--- src/rtl/u_ifu_fetch_ctrl_pkg.sv ---
// Shared IFU fetch definitions: packet width, fetch-controller state encoding
// and the sequential PC stride used by the PC generator.
package u_ifu_fetch_ctrl_pkg;

  localparam int IFU_PC_WIDTH    = 32;
  localparam int IFU_INST_WIDTH  = 32;
  localparam int FETCH_PKT_WIDTH = IFU_PC_WIDTH + 2 * IFU_INST_WIDTH;

  localparam logic [IFU_PC_WIDTH-1:0] PC_INCR = 32'd8;

  typedef enum logic [2:0] {
    ST_IDLE  = 3'd0,
    ST_FETCH = 3'd1,
    ST_WAIT  = 3'd2,
    ST_DRAIN = 3'd3,
    ST_HALT  = 3'd4
  } state_t;

endpackage

--- src/rtl/u_ifu_fetch_fifo.sv ---
// Small synchronous decode FIFO with single-cycle flush and an occupancy count.
// Head data reads as zero whenever the FIFO is empty.
module u_ifu_fetch_fifo
  import u_ifu_fetch_ctrl_pkg::*;
#(
  parameter int WIDTH = FETCH_PKT_WIDTH,
  parameter int DEPTH = 2
) (
  input  logic                         clk,
  input  logic                         rst,
  input  logic                         flush,
  input  logic                         push,
  input  logic                         pop,
  input  logic [WIDTH-1:0]             push_data,
  output logic                         head_valid,
  output logic [WIDTH-1:0]             head_data,
  output logic [$clog2(DEPTH+1)-1:0]   count
);

  localparam int PTR_W = $clog2(DEPTH);
  localparam int CNT_W = $clog2(DEPTH + 1);
  localparam logic [CNT_W-1:0] FULL_CNT = CNT_W'(DEPTH);

  logic [WIDTH-1:0] mem [DEPTH];
  logic [PTR_W-1:0] wr_ptr;
  logic [PTR_W-1:0] rd_ptr;
  logic             do_push;
  logic             do_pop;

  // A flush wins over any same-cycle push or pop.
  assign head_valid = (count != '0);
  assign do_push    = push & ~flush & (count != FULL_CNT);
  assign do_pop     = pop & ~flush & head_valid;
  assign head_data  = head_valid ? mem[rd_ptr] : '0;

  always_ff @(posedge clk) begin
    if (do_push) begin
      mem[wr_ptr] <= push_data;
    end
  end

  always_ff @(posedge clk) begin
    if (rst || flush) begin
      wr_ptr <= '0;
      rd_ptr <= '0;
      count  <= '0;
    end else begin
      if (do_push) begin
        wr_ptr <= wr_ptr + 1'b1;
      end
      if (do_pop) begin
        rd_ptr <= rd_ptr + 1'b1;
      end
      count <= count + CNT_W'(do_push) - CNT_W'(do_pop);
    end
  end

endmodule

--- src/rtl/u_ifu_fetch_ctrl.sv ---
// IFU fetch controller: owns the fetch PC, issues one outstanding 64-bit
// instruction fetch at a time and buffers responses toward decode.
module u_ifu_fetch_ctrl
  import u_ifu_fetch_ctrl_pkg::*;
#(
  parameter int PC_WIDTH   = 32,
  parameter int INST_WIDTH = 32,
  parameter int FIFO_DEPTH = 2
) (
  input  logic                      clk,
  input  logic                      rst,
  input  logic                      start_pulse,
  input  logic                      bru_flush,
  input  logic [PC_WIDTH-1:0]       arb_res_pc_q,
  input  logic                      is_pc_unalign,
  output logic [PC_WIDTH-1:0]       arb_res_pc,
  output logic                      imem_req_valid,
  input  logic                      imem_req_ready,
  output logic [PC_WIDTH-1:0]       imem_req_addr,
  input  logic                      imem_rsp_valid,
  input  logic [2*INST_WIDTH-1:0]   imem_rsp_data,
  output logic                      dec_valid,
  input  logic                      dec_ready,
  output logic [PC_WIDTH-1:0]       dec_pc,
  output logic [INST_WIDTH-1:0]     dec_inst0,
  output logic [INST_WIDTH-1:0]     dec_inst1,
  output logic                      exc_unalign,
  output logic [PC_WIDTH-1:0]       exc_pc
);

  localparam int PKT_W = PC_WIDTH + 2 * INST_WIDTH;
  localparam int CNT_W = $clog2(FIFO_DEPTH + 1);
  localparam logic [CNT_W-1:0] DEPTH_CNT = CNT_W'(FIFO_DEPTH);

  state_t              state;
  logic [PC_WIDTH-1:0] pc_inflight;
  logic [CNT_W-1:0]    fifo_count;
  logic [PKT_W-1:0]    head_data;
  logic                redirect;
  logic                req_accept;
  logic                rsp_push;

  // Only FETCH can issue, so no request is ever outstanding when the FIFO
  // gate is evaluated; count < depth alone guarantees room for the response.
  assign redirect       = start_pulse | bru_flush;
  assign imem_req_valid = (state == ST_FETCH) & ~is_pc_unalign & ~redirect &
                          (fifo_count < DEPTH_CNT);
  assign req_accept     = imem_req_valid & imem_req_ready;
  assign imem_req_addr  = arb_res_pc;
  assign rsp_push       = (state == ST_WAIT) & imem_rsp_valid & ~redirect;

  always_ff @(posedge clk) begin
    if (rst) begin
      state       <= ST_IDLE;
      arb_res_pc  <= '0;
      exc_unalign <= 1'b0;
      exc_pc      <= '0;
    end else begin
      if (redirect || req_accept) begin
        arb_res_pc <= arb_res_pc_q;
      end
      case (state)
        ST_IDLE: begin
          if (start_pulse) state <= ST_FETCH;
        end
        ST_FETCH: begin
          if (!redirect) begin
            if (is_pc_unalign) begin
              state       <= ST_HALT;
              exc_unalign <= 1'b1;
              exc_pc      <= arb_res_pc;
            end else if (req_accept) begin
              state <= ST_WAIT;
            end
          end
        end
        ST_WAIT: begin
          if (imem_rsp_valid)  state <= ST_FETCH;
          else if (redirect)   state <= ST_DRAIN;
        end
        // The outstanding response retires the drain even if a new redirect
        // lands in the same cycle; the PC has already been reloaded.
        ST_DRAIN: begin
          if (imem_rsp_valid) state <= ST_FETCH;
        end
        ST_HALT: begin
          if (redirect) begin
            state       <= ST_FETCH;
            exc_unalign <= 1'b0;
          end
        end
        default: state <= ST_IDLE;
      endcase
    end
  end

  always_ff @(posedge clk) begin
    if (req_accept) begin
      pc_inflight <= arb_res_pc;
    end
  end

  u_ifu_fetch_fifo #(
    .WIDTH (PKT_W),
    .DEPTH (FIFO_DEPTH)
  ) u_fifo (
    .clk        (clk),
    .rst        (rst),
    .flush      (redirect),
    .push       (rsp_push),
    .pop        (dec_ready),
    .push_data  ({pc_inflight, imem_rsp_data}),
    .head_valid (dec_valid),
    .head_data  (head_data),
    .count      (fifo_count)
  );

  assign dec_pc    = head_data[PKT_W-1 -: PC_WIDTH];
  assign dec_inst1 = head_data[2*INST_WIDTH-1 -: INST_WIDTH];
  assign dec_inst0 = head_data[INST_WIDTH-1:0];

endmodule

--- config.mk ---
export PLATFORM = sky130hd
export DESIGN_NAME = u_ifu_fetch_ctrl
export DESIGN_NICKNAME = d
export VERILOG_FILES = /design/src/rtl/u_ifu_fetch_ctrl_pkg.sv /design/src/rtl/u_ifu_fetch_fifo.sv /design/src/rtl/u_ifu_fetch_ctrl.sv
export SDC_FILE = /design/constraint.sdc
export NUM_CORES = 1
export LEC_CHECK = 0
export BUFFER_PORTS_ARGS = -buffer_cell sky130_fd_sc_hd__buf_2
export CAP_MARGIN = 0
export CORE_MARGIN = 2
export CORE_UTILIZATION = 52
export DETAILED_ROUTE_END_ITERATION = 12
export PLACE_DENSITY = 0.79
export SETUP_SLACK_MARGIN = 0.15
export SYNTH_ARGS = -nofsm -noshare
export SYNTH_HDL_FRONTEND = slang
export SYNTH_SLANG_ARGS = --single-unit
export TNS_END_PERCENT = 30
--- constraint.sdc ---
create_clock -name clk -period 7.1 [get_ports clk]
set_clock_uncertainty 0.05 [all_clocks]
set_input_delay 0.71 -clock clk [delete_from_list [all_inputs] [get_ports clk]]
set_output_delay 0.71 -clock clk [all_outputs]
set_load 0.03 [all_outputs]
---- After elaboration in Yosys (flattened, before gate mapping) ----
Memory sizes are Yosys's and may differ from the RTL's. A register that Yosys moved wholly into a read port is not among the register bits.
Cells that the tools add are included.
cells by class
  mux-type cells .......................... 18
  bitwise gates (word level) .............. 13
  order comparisons ....................... 1
  equality and inequality tests ........... 12
  add/sub/neg operators ................... 4
  reduce and logical (&&, ||, !) cells .... 8
operators with widths
  operator                                           number
  2-to-1 mux 96 bit                                  1
  2-to-1 mux 3 bit                                   8
  case mux 3 bit (5 select lines)                    1
  != test 2 bit, second input constant               6
  AND 1 bit                                          10
  2-to-1 mux 1 bit                                   7
  == test 3 x 2 -> 1 bit, second input constant      2
  != test 3 bit, second input constant               2
  AND reduction 6 bit                                1
  AND reduction 4 bit                                1
  nonzero test 2 bit                                 2
  == test 3 x 1 -> 1 bit, second input constant      1
  == test 3 bit, second input constant               1
  zero test 3 bit                                    1
  AND reduction 3 bit                                1
  adder 1 bit, second input constant                 2
  adder 2 x 1 -> 2 bit                               1
  logical OR 1 bit                                   2
  less-than comparator 2 bit, second input constant  1
  inverter 1 bit                                     2
  case mux 1 bit (2 select lines)                    1
  subtractor 2 x 1 -> 2 bit                          1
  bitwise OR 1 bit                                   1
word-level totals
  register bits after elaboration ......... 104
  memory bits (writable) .................. 192
  output and inout bits ................... 195
  memories kept ........................... 1
memories
  name        words  width  read ports  clocked after memory_dff  write ports  line                    RTL
  u_fifo.mem  2      96     1           1                         1            u_ifu_fetch_fifo.sv:24  logic [WIDTH-1:0] mem [DEPTH];

---- Logic depth before layout (Yosys ltp) ----
Gate-level depths: netlist of run 1.
  word-level depth ........................ 9
  mapped depth ............................ 10
  depth with buffers taken out ............ 10

---- Cells and area by module ----
From an unflattened synthesis of run 1, not the netlist that was laid out.
second synthesis, totals
  cells, all modules ...................... 829
  area, all modules ....................... 11288.3 um^2
by module, submodules not included
  module            cells each  instances  area each (um^2)
  u_ifu_fetch_fifo  440         1          7544.7
  u_ifu_fetch_ctrl  389         1          3743.6

---- Worst setup path before layout of run 1 ----
No wires, ideal clock.
  path kind ............................... input to register
  start ................................... input bru_flush
  end ..................................... memory u_fifo.mem[0][0] in the netlist's numbering (enable)
  library setup time ...................... 0.563 ns
  buffers on the path ..................... 1
  arrival ................................. 5.674 ns
  setup slack ............................. 0.813 ns
  stages .................................. 4
  cell sequence ........................... buf_6 > nor3_2 > nor4b_2 > nor2b_1
on the way
  word-level cells in the longest chain between the ends .. 7
RTL lines
  element                                     line                                            RTL
  start: declaration                          u_ifu_fetch_ctrl.sv:13                          input logic bru_flush,
  bitwise OR 1 bit (*)                        u_ifu_fetch_ctrl.sv:45                          assign redirect = start_pulse | bru_flush;
  inverter 1 bit (*)                          u_ifu_fetch_fifo.sv:32, u_ifu_fetch_ctrl.sv:50
  AND 1 bit                                   u_ifu_fetch_ctrl.sv:50                          assign rsp_push = (state == ST_WAIT) & imem_rsp_valid & ~redirect;
  AND 1 bit (*) (2 in series)                 u_ifu_fetch_fifo.sv:32                          assign do_push = push & ~flush & (count != FULL_CNT);
  named net u_fifo.do_push                    u_ifu_fetch_fifo.sv:27                          logic do_push;
  2-to-1 mux 1 bit (*)                        u_ifu_fetch_fifo.sv:37                          if (do_push) begin
  2-to-1 mux 1 bit (not written as such) (*)  u_ifu_fetch_fifo.sv:38                          mem[wr_ptr] <= push_data;
  end: declaration                            u_ifu_fetch_fifo.sv:24
Mark *: on every way through the listed nets, which the timed path passes. The rest lies on a longest branch.

==> results of run 1 <==
cells in the final DEF, fill, tap and decap left out, types with 6 or more instances in the layout:
master and instances:
buf_2 298, edfxtp_1 224, nor2_1 137, mux2i_1 128
dfxtp_1 72, nand2_1 68, a21oi_1 36, clkbuf_16 30
buf_4 10, clkbuf_8 8, clkbuf_1 7, inv_1 6
logic make-up after synthesis:
group                    after synthesis  share of synthesized area [%]
adder cells (fa/ha/maj)                2                         0.2224
multiplexers                         128                          11.39
XOR/XNOR                               4                         0.3114
AO/OA/AOI/OAI                         46                          2.647
flip-flops                           297                          72.77
buffers and inverters                 83                          4.303
AND/OR/NAND/NOR                      227                          8.362
power by group through the flow:
stage	Clock (uW)	Combinational, uW	Sequential, uW
floorplan	0	127	1970
global placement	0	203	1960
detailed placement	0	208	1960
CTS	1540	209	1920
global route	1610	223	1920
finish	1510	209	1920
registers in the layout (all words and copies together), names as in the netlist, named ones only:
register,flops
pc_inflight,32
arb_res_pc,32
u_fifo.rd_ptr,1
state,3
u_fifo.count,2
u_fifo.mem,192
exc_pc,32
u_fifo.wr_ptr,1
exc_unalign,1
final cells by class:
type / instances / area (sq um) / share of cell area, %
Sequential cell: 297 / 8192 / 59.83
Multi-Input combinational cell: 407 / 2603 / 19.01
Timing Repair Buffer: 308 / 1567 / 11.44
Clock buffer: 45 / 887.1 / 6.479
Tap cell: 275 / 344.1 / 2.513
Clock inverter: 9 / 77.57 / 0.5666
Inverter: 6 / 22.52 / 0.1645
metal layers:
layer	wire, microns	up-vias	track usage (%)
met5	0	-	0
met4	353	0	4.346
met3	2225	35	5.241
met2	11600	294	34.25
met1	9530	3357	25.28
li1	-	3277	-
stage by stage:
stage / hold slack [ns] / cells / worst slack, ns
final: 0.3139 / 1347 / 3.469
after detailed placement: 0.3796 / 1293 / 3.547
after CTS: 0.2878 / 1347 / 3.369
after global placement: 0.3721 / 1293 / 3.665
after floorplan: 0.3715 / 787 / 0.8129
after global routing: 0.2925 / 1347 / 3.263
worst register-to-register path, stage by stage, from the launching register on:
cell	delay, ns
dfxtp_1	0.43
nor3_2	0.29
nor4b_2	0.50
nor2b_4	0.24
buf_4	0.51
buf_4	0.69
worst max-delay path by stage:
stage / startpoint / end / slack (ns) / depth (start not counted)
3_3_place_gp: bru_flush / u_fifo.mem[0][83]$_DFFE_PP_ / 3.66 / 6
5_1_grt: register / dec_inst1[20] / 3.26 / 4
4_1_cts: register / dec_inst1[20] / 3.37 / 4
3_5_place_dp: bru_flush / u_fifo.mem[0][19]$_DFFE_PP_ / 3.55 / 6
2_1_floorplan: bru_flush / u_fifo.mem[0][0]$_DFFE_PP_ / 0.81 / 4
6_report: register / dec_inst1[20] / 3.47 / 4
==> qor.yml, run 1 <==
p_leak_uw: 0.005292
cts.sinks: 297
worst-path-buf-inv: 2
syn_inst: 787
rrSetupSlack_ns: 3.99
place_hpwl_microns: 15500
drt_iter0_drc: 353
ios: 299
utilization_pct: 64.72
cts_buffer_depth: 3
postSynthAreaPerCell_sq_um: 14.30
core_area_sq_um: 21150
hold_class: "input port to register"
cts_buffers: 29
cts.repair.resized: 0
netlist.area_leader.share_pct: 59.78
hold_viol: 0
firstDrtPassIters: 5
crit_family: "buffers and inverters"
combPwrFrac_pct: 5.7
overflow: 0
outcome: "finished, final reports clean"
antennaDiodeCount: 0
min_to: "u_fifo.mem[0][51]$_DFFE_PP_"
drc: 0
cp_slowest_stage_delay_ns: 0.88
dr_total_vias: 6963
async_reset_ff_share_pct: 0
critical_path_peak_fanout: 57
worstSetupStartpointType: "register"
power_density_nw_per_um2: 265.8
ir_worst_vdd_mv: 0.1832
synthTopCellsByCount: "224 x edfxtp_1, 138 x nor2_1, 128 x mux2i_1"
io_buffers: 298
yosysTopAreaCell: "edfxtp_1"
maxCapViolations: 0
tritoncts: "done"
crit_arrival_ns: 2.87
cp.required_ns: 6.34
wirelength_microns: 23710
power_switching_uw: 781.8
cts.clk_slew.worst_paths_ns: 0.07
clockPowerShare_pct: 41.5
place.gp.congestion: 0.8077
tightest_slew_ns: 0.9565
die_y_microns: 151.1
drive_gt1_share_pct: 34.33
cts.hold.buffers_added: 0
synth_edf_count: 224
r2r-start: "state[2]$_SDFFE_PP0P_"
cts_setup_buffers: 0
synthFlopType: "edfxtp_1"
grt_max_degree: 65
intPower_uw: 2857
switching_share_pct: 21.49
finalSetupTns_ns: 0
timing.final.crit_share_pct: 51.14
worstHoldStart: "imem_rsp_data[51]"
post_drt_via_cell_ratio: 5.169
rows: 53
ant_nets: 0
netlist_area_sq_um: 11250
antenna_found_initial: 0
grtUsageTotal_pct: 19.82
initial_utilization_pct: 53.19
grt_pass1_vias: 6615
ys_seq_area_share_pct: 72.77
path_class: "register to output port"
p_total_uw: 3639
worstRegToRegCells: 5
yosys-top-cells-area: "edfxtp_1 60%, dfxtp_1 13%, mux2i_1 11%"
h-tree-depth: 1
rsz0062_at_grt: "no"
syn_nets: 893
setup_viol: 0
insertion_delay_ns: 0.53
timing.fmax_mhz: 275.4
placed_area_sq_um: 12730
slew_headroom_pct: 36.24
avgRoutedWirePerCell_microns: 17.61
path_cells: "buf_4 -> mux2i_1 -> nor2_1 -> buf_2"
area_delta_synth_final_pct: 21.68
synth.most_common_cell: "edfxtp_1"
synth.distinct_cells: 35
final_area_sq_um: 13690
ys_warn_count: 0
final_nets: 1155
r2r-end: "u_fifo.mem[0][22]$_DFFE_PP_"
clock-root-buffer: "clkbuf_16"
maxSlewViolCount: 0
synth-seq-cells: 297
hold_depth: 1
die-area_sq_um: 22830
die_x_microns: 151.1
grt_pass1_wl_microns: 34950
fillers: 1571
p_seq_share_pct: 52.8
end_kind: "output port"
fin_crit_ns: 3.631
slowest_stage: "buf_4"
Power figures use the tool's default switching activity.
==> inputs of run 2 (changes only) <==
--- a/config.mk
+++ b/config.mk
@@ -5,12 +5,13 @@
 export SDC_FILE = /design/constraint.sdc
 export NUM_CORES = 1
 export LEC_CHECK = 0
+export ABC_AREA = 1
 export BUFFER_PORTS_ARGS = -buffer_cell sky130_fd_sc_hd__buf_2
 export CAP_MARGIN = 0
 export CORE_MARGIN = 2
-export CORE_UTILIZATION = 52
+export CORE_UTILIZATION = 47
 export DETAILED_ROUTE_END_ITERATION = 12
-export PLACE_DENSITY = 0.79
+export PLACE_DENSITY = 0.75
 export SETUP_SLACK_MARGIN = 0.15
 export SYNTH_ARGS = -nofsm -noshare
 export SYNTH_HDL_FRONTEND = slang
==> constraint.sdc (replaced) <==
create_clock -name clk -period 2.9 [get_ports clk]
set_clock_uncertainty 0.05 [all_clocks]
set_input_delay 0.29 -clock clk [delete_from_list [all_inputs] [get_ports clk]]
set_output_delay 0.29 -clock clk [all_outputs]
set_load 0.03 [all_outputs]
==> run 2 against run 1 <==
  * Combinational power rose to 4.2 times the previous value
  * Synthesized cell count up 20%
  * Sequential share of layout area shrank 4.2 points
  * Final cell count is 22% higher
  * Hold slack lost 0.18 ns
  * Clock power rose by 120%
  * Sequential cell count unchanged
  * Largest cell class unchanged
  * Largest power group unchanged
==> qor.yml, run 2 <==
clock-root-buffer: "clkbuf_16"
ys_seq_area_share_pct: 72.93  # +0.16 points
grt_pass1_vias: 7752  # +17%
ant_nets: 0  # unchanged
crit_family: "flip-flops"
drc: 0  # unchanged
netlist.area_leader.share_pct: 59.91  # +0.13 points
finalSetupTns_ns: 0  # unchanged
avgRoutedWirePerCell_microns: 16.43  # -6.6%
worst-path-buf-inv: 2  # unchanged
dr_total_vias: 8092  # +16%
final_area_sq_um: 14740  # +7.7%
p_leak_uw: 0.006070  # +15%
drive_gt1_share_pct: 30.02  # -4.3 points
place_inst: 1495  # +16%
firstDrtPassIters: 5  # unchanged
worstRegToRegCells: 5  # unchanged
setup_viol: 0  # unchanged
ys_warn_count: 0  # unchanged
drt_iter0_drc: 421  # +19%
initial_utilization_pct: 47.83  # -5.4 points
slew_headroom_pct: 55.80  # +20 points
wirelength_microns: 27040  # +14%
antennaDiodeCount: 0  # unchanged
final_common_cell: "buf_2"
synth_edf_count: 224  # unchanged
worstSetupStartpointType: "register"
largest_register: "u_fifo.mem"
cp_slowest_stage_delay_ns: 0.68  # -0.20 ns
cts.sinks: 297  # unchanged
place_hpwl_microns: 16920  # +9.1%
synthFlopType: "edfxtp_1"
die_x_microns: 158.6  # +4.9%
end_kind: "output port"
io_buffers: 298  # unchanged
crit_arrival_ns: 2.20  # -0.67 ns
maxSlewViolCount: 0  # unchanged
mostFrequentLayoutCells: "298 x buf_2, 224 x edfxtp_1, 208 x nand2_1, 132 x a21oi_1, 97 x dlygate4sd3_1"
syn_nets: 1050  # +18%
grtUsageTotal_pct: 20.53  # +0.71 points
cts.repair.resized: 0  # unchanged
critical_path_peak_fanout: 52  # -8.8%
crit_cells: 4  # unchanged
cp.required_ns: 2.56  # -3.78 ns
timing.fmax_mhz: 393.1
outcome: "finished, final reports clean"
layout_setup_ws_ns: 0.3561  # -3.113 ns
power_density_nw_per_um2: 615.2  # +130%
post_drt_via_cell_ratio: 4.919  # -4.8%
hold_depth: 4  # +3
largest_reg_flops: 192  # unchanged
path_class: "register to output port"
h-tree-depth: 1  # unchanged
utilization_pct: 62.80  # -1.9 points
rsz0062_at_grt: "no"
hold_class: "input port to register"
area_delta_synth_final_pct: 31.30
postSynthAreaPerCell_sq_um: 11.89  # -17%
tritoncts: "done"
synth-seq-cells: 297  # unchanged
overflow: 0  # unchanged
synth.distinct_cells: 29  # -17%
syn_inst: 944  # +20%
grt_pass1_wl_microns: 39900  # +14%
cts_buffers: 29  # unchanged
antenna_found_initial: 0  # unchanged
hold_viol: 0  # unchanged
slowest_stage: "dfxtp_4"
cts.clk_slew.worst_paths_ns: 0.06  # about the same
yosysTopAreaCell: "edfxtp_1"
maxCapViolations: 0  # unchanged
final_nets: 1410  # +22%
die_y_microns: 158.6  # +4.9%
netlist_area_sq_um: 11230  # -0.22%
cts_setup_buffers: 0  # unchanged
place.gp.congestion: 0.8048  # -0.36%
cts_buffer_depth: 3  # unchanged
rows: 56  # +5.7%
insertion_delay_ns: 0.53  # about the same
synth.most_common_cell: "edfxtp_1"
die-area_sq_um: 25140  # +10%
ios: 299  # unchanged
pre_cts_ws_ns: 0.7047  # -2.842 ns
ir_worst_vdd_mv: 0.4780  # +160%
yosys-top-cells-area: "edfxtp_1 60%, dfxtp_1 13%, nand2_1 7.0%"
path_cells: "buf_12 -> nand2_1 -> a21oi_1 -> buf_2"
timing.final.crit_share_pct: 87.72
grt_max_degree: 98  # +51%
placed_area_sq_um: 12920  # +1.5%
core_area_sq_um: 23470  # +11%
fin_crit_ns: 2.544
async_reset_ff_share_pct: 0  # unchanged
tightest_slew_ns: 0.6614  # -0.2951 ns
stdcell_count: 1645  # +22%
synthTopCellsByCount: "224 x edfxtp_1, 208 x nand2_1, 132 x a21oi_1"
[run 2: cell count changes after synthesis, moves of 8 or more]
cell	previous run	this run
nand2_1	68	208
inv_1	6	52
nor2_2	0	30
a21oi_1	36	132
mux2i_1	128	0
o21ai_0	4	36
o21ai_1	0	30
clkbuf_1	20	28
nor2_1	138	49
[run 2: path summary, 6_finish.rpt]
check / from / end / slack, ns
setup / recovery: register / dec_pc[5] / 0.36
hold / removal: start_pulse / state[2]$_SDFFE_PP0P_ / 0.14
setup reg to reg: state[1]$_SDFFE_PP0P_ / u_fifo.mem[0][8]$_DFFE_PP_ / 0.88
hold reg to reg: pc_inflight[1]$_DFFE_PP_ / u_fifo.mem[0][65]$_DFFE_PP_ / 0.39
[run 2: through the flow]
stage	power, uW	hold WS, ns
global route	9400	0.1508
floorplan	5424	0.3091
global placement	5649	0.3786
finish	9069	0.1378
CTS	9136	0.1137
detailed placement	5672	0.3833
[run 2: timing repair]
item | 4_1_cts | 5_1_grt
endpoints found under the setup margin | 0 | 0
endpoints found under the hold margin | 162 | 0
hold buffers | 97 | 0
[run 2: worst reg2reg max path: cells and delay by family, from the launching register on]
kind / cells / cell delay (ns)
buffers and inverters: 2 / 0.31
and+or+nand+nor: 3 / 0.99
DFF: 1 / 0.39
[run 2: cells by family (layout without fill, tap and decap cells)]
family          after synthesis  count (layout)  synth area share [%]
buf+inv                     138             520                 6.252
xor+xnor                      2               2                0.1561
flops                       297             297                 72.93
simple gates                307             307                 11.61
compound gates              198             198                 8.826
fa+ha+maj                     2               2                0.2229
[run 2: power by group]
part           internal (uW)  total (uW)  switching (uW)
Sequential              4700        4810             109
Clock                   1910        3370            1460
Combinational            334         887             553
[run 2: routing by layer]
layer / vias to the layer above / track usage (%) / wire, microns / share of wire, %
li1: 3901 / - / - / -
met1: 3803 / 25.40 / 11150 / 41
met2: 345 / 35.83 / 13220 / 49
met3: 43 / 4.464 / 2059 / 7.6
met4: 0 / 6.821 / 601 / 2.2
met5: - / 0 / 0 / 0
[run 2: area by class of cell]
class,count,area (sq um)
Tap cell,319,399.1
Sequential cell,297,8195
Clock buffer,42,805.8
Timing Repair Buffer,412,2715
Clock inverter,11,48.80
Multi-Input combinational cell,509,2365
Inverter,55,212.7
Fill cell,1757,8731
==> inputs of run 3 (changes only) <==
--- a/config.mk
+++ b/config.mk
@@ -12,6 +12,7 @@
 export CORE_UTILIZATION = 47
 export DETAILED_ROUTE_END_ITERATION = 12
 export PLACE_DENSITY = 0.75
+export RECOVER_POWER = 25
 export SETUP_SLACK_MARGIN = 0.15
 export SYNTH_ARGS = -nofsm -noshare
 export SYNTH_HDL_FRONTEND = slang
==> run 3 against run 2 <==
  * Via count shrank 0.38%
  * Routed wire length fell by 0.25%
  * Maximum frequency increased by 0.10%
  * Combinational power down 0.9%
  * Global-route usage is the same
  * Die area stayed put
  * Clock-buffer cell count did not move
  * Largest cell class unchanged
  * Highest routed layer unchanged
==> qor.yml, run 3 (same netlist as run 2, synthesis figures left out) <==
met1_usage_pct: 25.40  # unchanged
cts.clk_slew.worst_paths_ns: 0.06  # about the same
maxSlewViolCount: 0  # unchanged
post_drt_via_cell_ratio: 4.900  # -0.38%
layout_setup_ws_ns: 0.3587  # +0.002603 ns
end_kind: "output port"
drive_gt1_share_pct: 26.62  # -3.4 points
initial_utilization_pct: 47.83  # unchanged
drc: 0  # unchanged
avgRoutedWirePerCell_microns: 16.39  # -0.25%
hold_depth: 4  # unchanged
mostFrequentLayoutCells: "253 x buf_2, 224 x edfxtp_1, 208 x nand2_1, 132 x a21oi_1, 97 x dlygate4sd3_1"
path_cells: "buf_12 -> nand2_1 -> a21oi_1 -> buf_2"
seqCellArea_sq_um: 8195  # unchanged
cp_slowest_stage_delay_ns: 0.68  # about the same
multi_input_area_sq_um: 2365  # unchanged
die-area_sq_um: 25140  # unchanged
cts.repair.resized: 0  # unchanged
power_density_nw_per_um2: 617.2  # +0.32%
rsz0062_at_grt: "no"
clock-root-buffer: "clkbuf_16"
rows: 56  # unchanged
dr_total_vias: 8061  # -0.38%
die_x_microns: 158.6  # unchanged
maxCapViolations: 0  # unchanged
core_area_sq_um: 23470  # unchanged
overflow: 0  # unchanged
slowest_stage: "dfxtp_4"
p_leak_uw: 0.005946  # -2.0%
cp.required_ns: 2.56  # about the same
grt_max_degree: 98  # unchanged
hold_viol: 0  # unchanged
area_delta_synth_final_pct: 30.80
use_met3_pct: 4.464  # unchanged
tightest_slew_ns: 0.6552  # -0.006161 ns
io_buffers: 298  # unchanged
crit_arrival_ns: 2.20  # about the same
ios: 299  # unchanged
ant_nets: 0  # unchanged
firstDrtPassIters: 5  # unchanged
worstSetupStartpointType: "register"
pre_cts_ws_ns: 0.7047  # unchanged
antennaDiodeCount: 0  # unchanged
slew_headroom_pct: 56.21  # +0.41 points
hold_class: "input port to register"
die_y_microns: 158.6  # unchanged
tritoncts: "done"
grt_pass1_vias: 7752  # unchanged
wirelength_microns: 26970  # -0.25%
timing.fmax_mhz: 393.5  # +0.10%
outcome: "finished, final reports clean"
final_common_cell: "buf_2"
timing.final.crit_share_pct: 87.63  # -0.090 points
place_hpwl_microns: 16920  # unchanged
insertion_delay_ns: 0.53  # about the same
path_class: "register to output port"
grtUsageTotal_pct: 20.53  # unchanged
setup_viol: 0  # unchanged
grt_pass1_wl_microns: 39900  # unchanged
cts_buffers: 29  # unchanged
met2_usage_pct: 35.83  # unchanged
busiest_layer: "met2"
ir_worst_vdd_mv: 0.4788  # +0.16%
drt_iter0_drc: 432  # +2.6%
h-tree-depth: 1  # unchanged
worstRegToRegCells: 5  # unchanged
critical_path_peak_fanout: 52  # unchanged
largest_register: "u_fifo.mem"
largest_reg_flops: 192  # unchanged
fin_crit_ns: 2.541  # -0.002603 ns
fillers: 1793  # +2.0%
cts.sinks: 297  # unchanged
place.gp.congestion: 0.8048  # unchanged
final_nets: 1410  # unchanged
cts_buffer_depth: 3  # unchanged
finalSetupTns_ns: 0  # unchanged
antenna_found_initial: 0  # unchanged
run 3: cell types whose count changed in the layout (fill, tap and decap cells not counted), sizes merged:
cell,previous run,this run
clkbuf,42,87
buf,315,270
run 3: worst paths after layout:
path / start / end / slack [ns]
worst max-delay path: register / dec_pc[5] / 0.36
worst min-delay path: start_pulse / state[2]$_SDFFE_PP0P_ / 0.13
worst max register to register: state[1]$_SDFFE_PP0P_ / u_fifo.mem[0][8]$_DFFE_PP_ / 0.88
worst min register to register: pc_inflight[1]$_DFFE_PP_ / u_fifo.mem[0][65]$_DFFE_PP_ / 0.39
run 3: final cells by class:
cell class                 count  area share, %
sequential                   297          55.81
timing repair buffer         412          18.11
multi-input combinational    509          16.10
clock buffer                  42          5.487
tap                          319          2.718
inverter                      55          1.448
clock inverter                11         0.3323
run 3: where the power goes:
part | leakage (uW) | total, uW | internal, uW | switching (uW)
registers | 0.00262 | 4810 | 4700 | 110
logic | 0.00291 | 879 | 326 | 553
clock network | 0.000413 | 3380 | 1910 | 1460
run 3: per-layer routing:
layer / vias up / part of all wire, %
met5: - / 0
met4: 0 / 2.3
met3: 45 / 7.7
met2: 338 / 49
met1: 3777 / 41
li1: 3901 / -
run 3: through the flow:
stage / std cells / utilization, % / area (sq um) / hold WS, ns / total power (uW)
floorplan: 944 / - / 11250 / 0.3091 / 5424
global placement: 1495 / 55.03 / 12920 / 0.3786 / 5649
detailed placement: 1495 / 55.03 / 12920 / 0.3833 / 5672
CTS: 1645 / 62.80 / 14740 / 0.1137 / 9136
global route: 1645 / 62.56 / 14690 / 0.1508 / 9393
finish: 1645 / 62.56 / 14690 / 0.1344 / 9064
run 3: what timing repair did:
action                                 4_1_cts  5_1_grt
endpoints found under the hold margin      162        0
setup buffers                                0        0
hold buffers                                97        0
run 3: worst max-delay path: cells and delay by family, from the launching register on:
kind                   cells  cell delay (ns)
AND/OR/NAND/NOR            1             0.10
flip-flops                 1             0.68
buffers and inverters      2             0.56
AO/OA/AOI/OAI              1             0.30
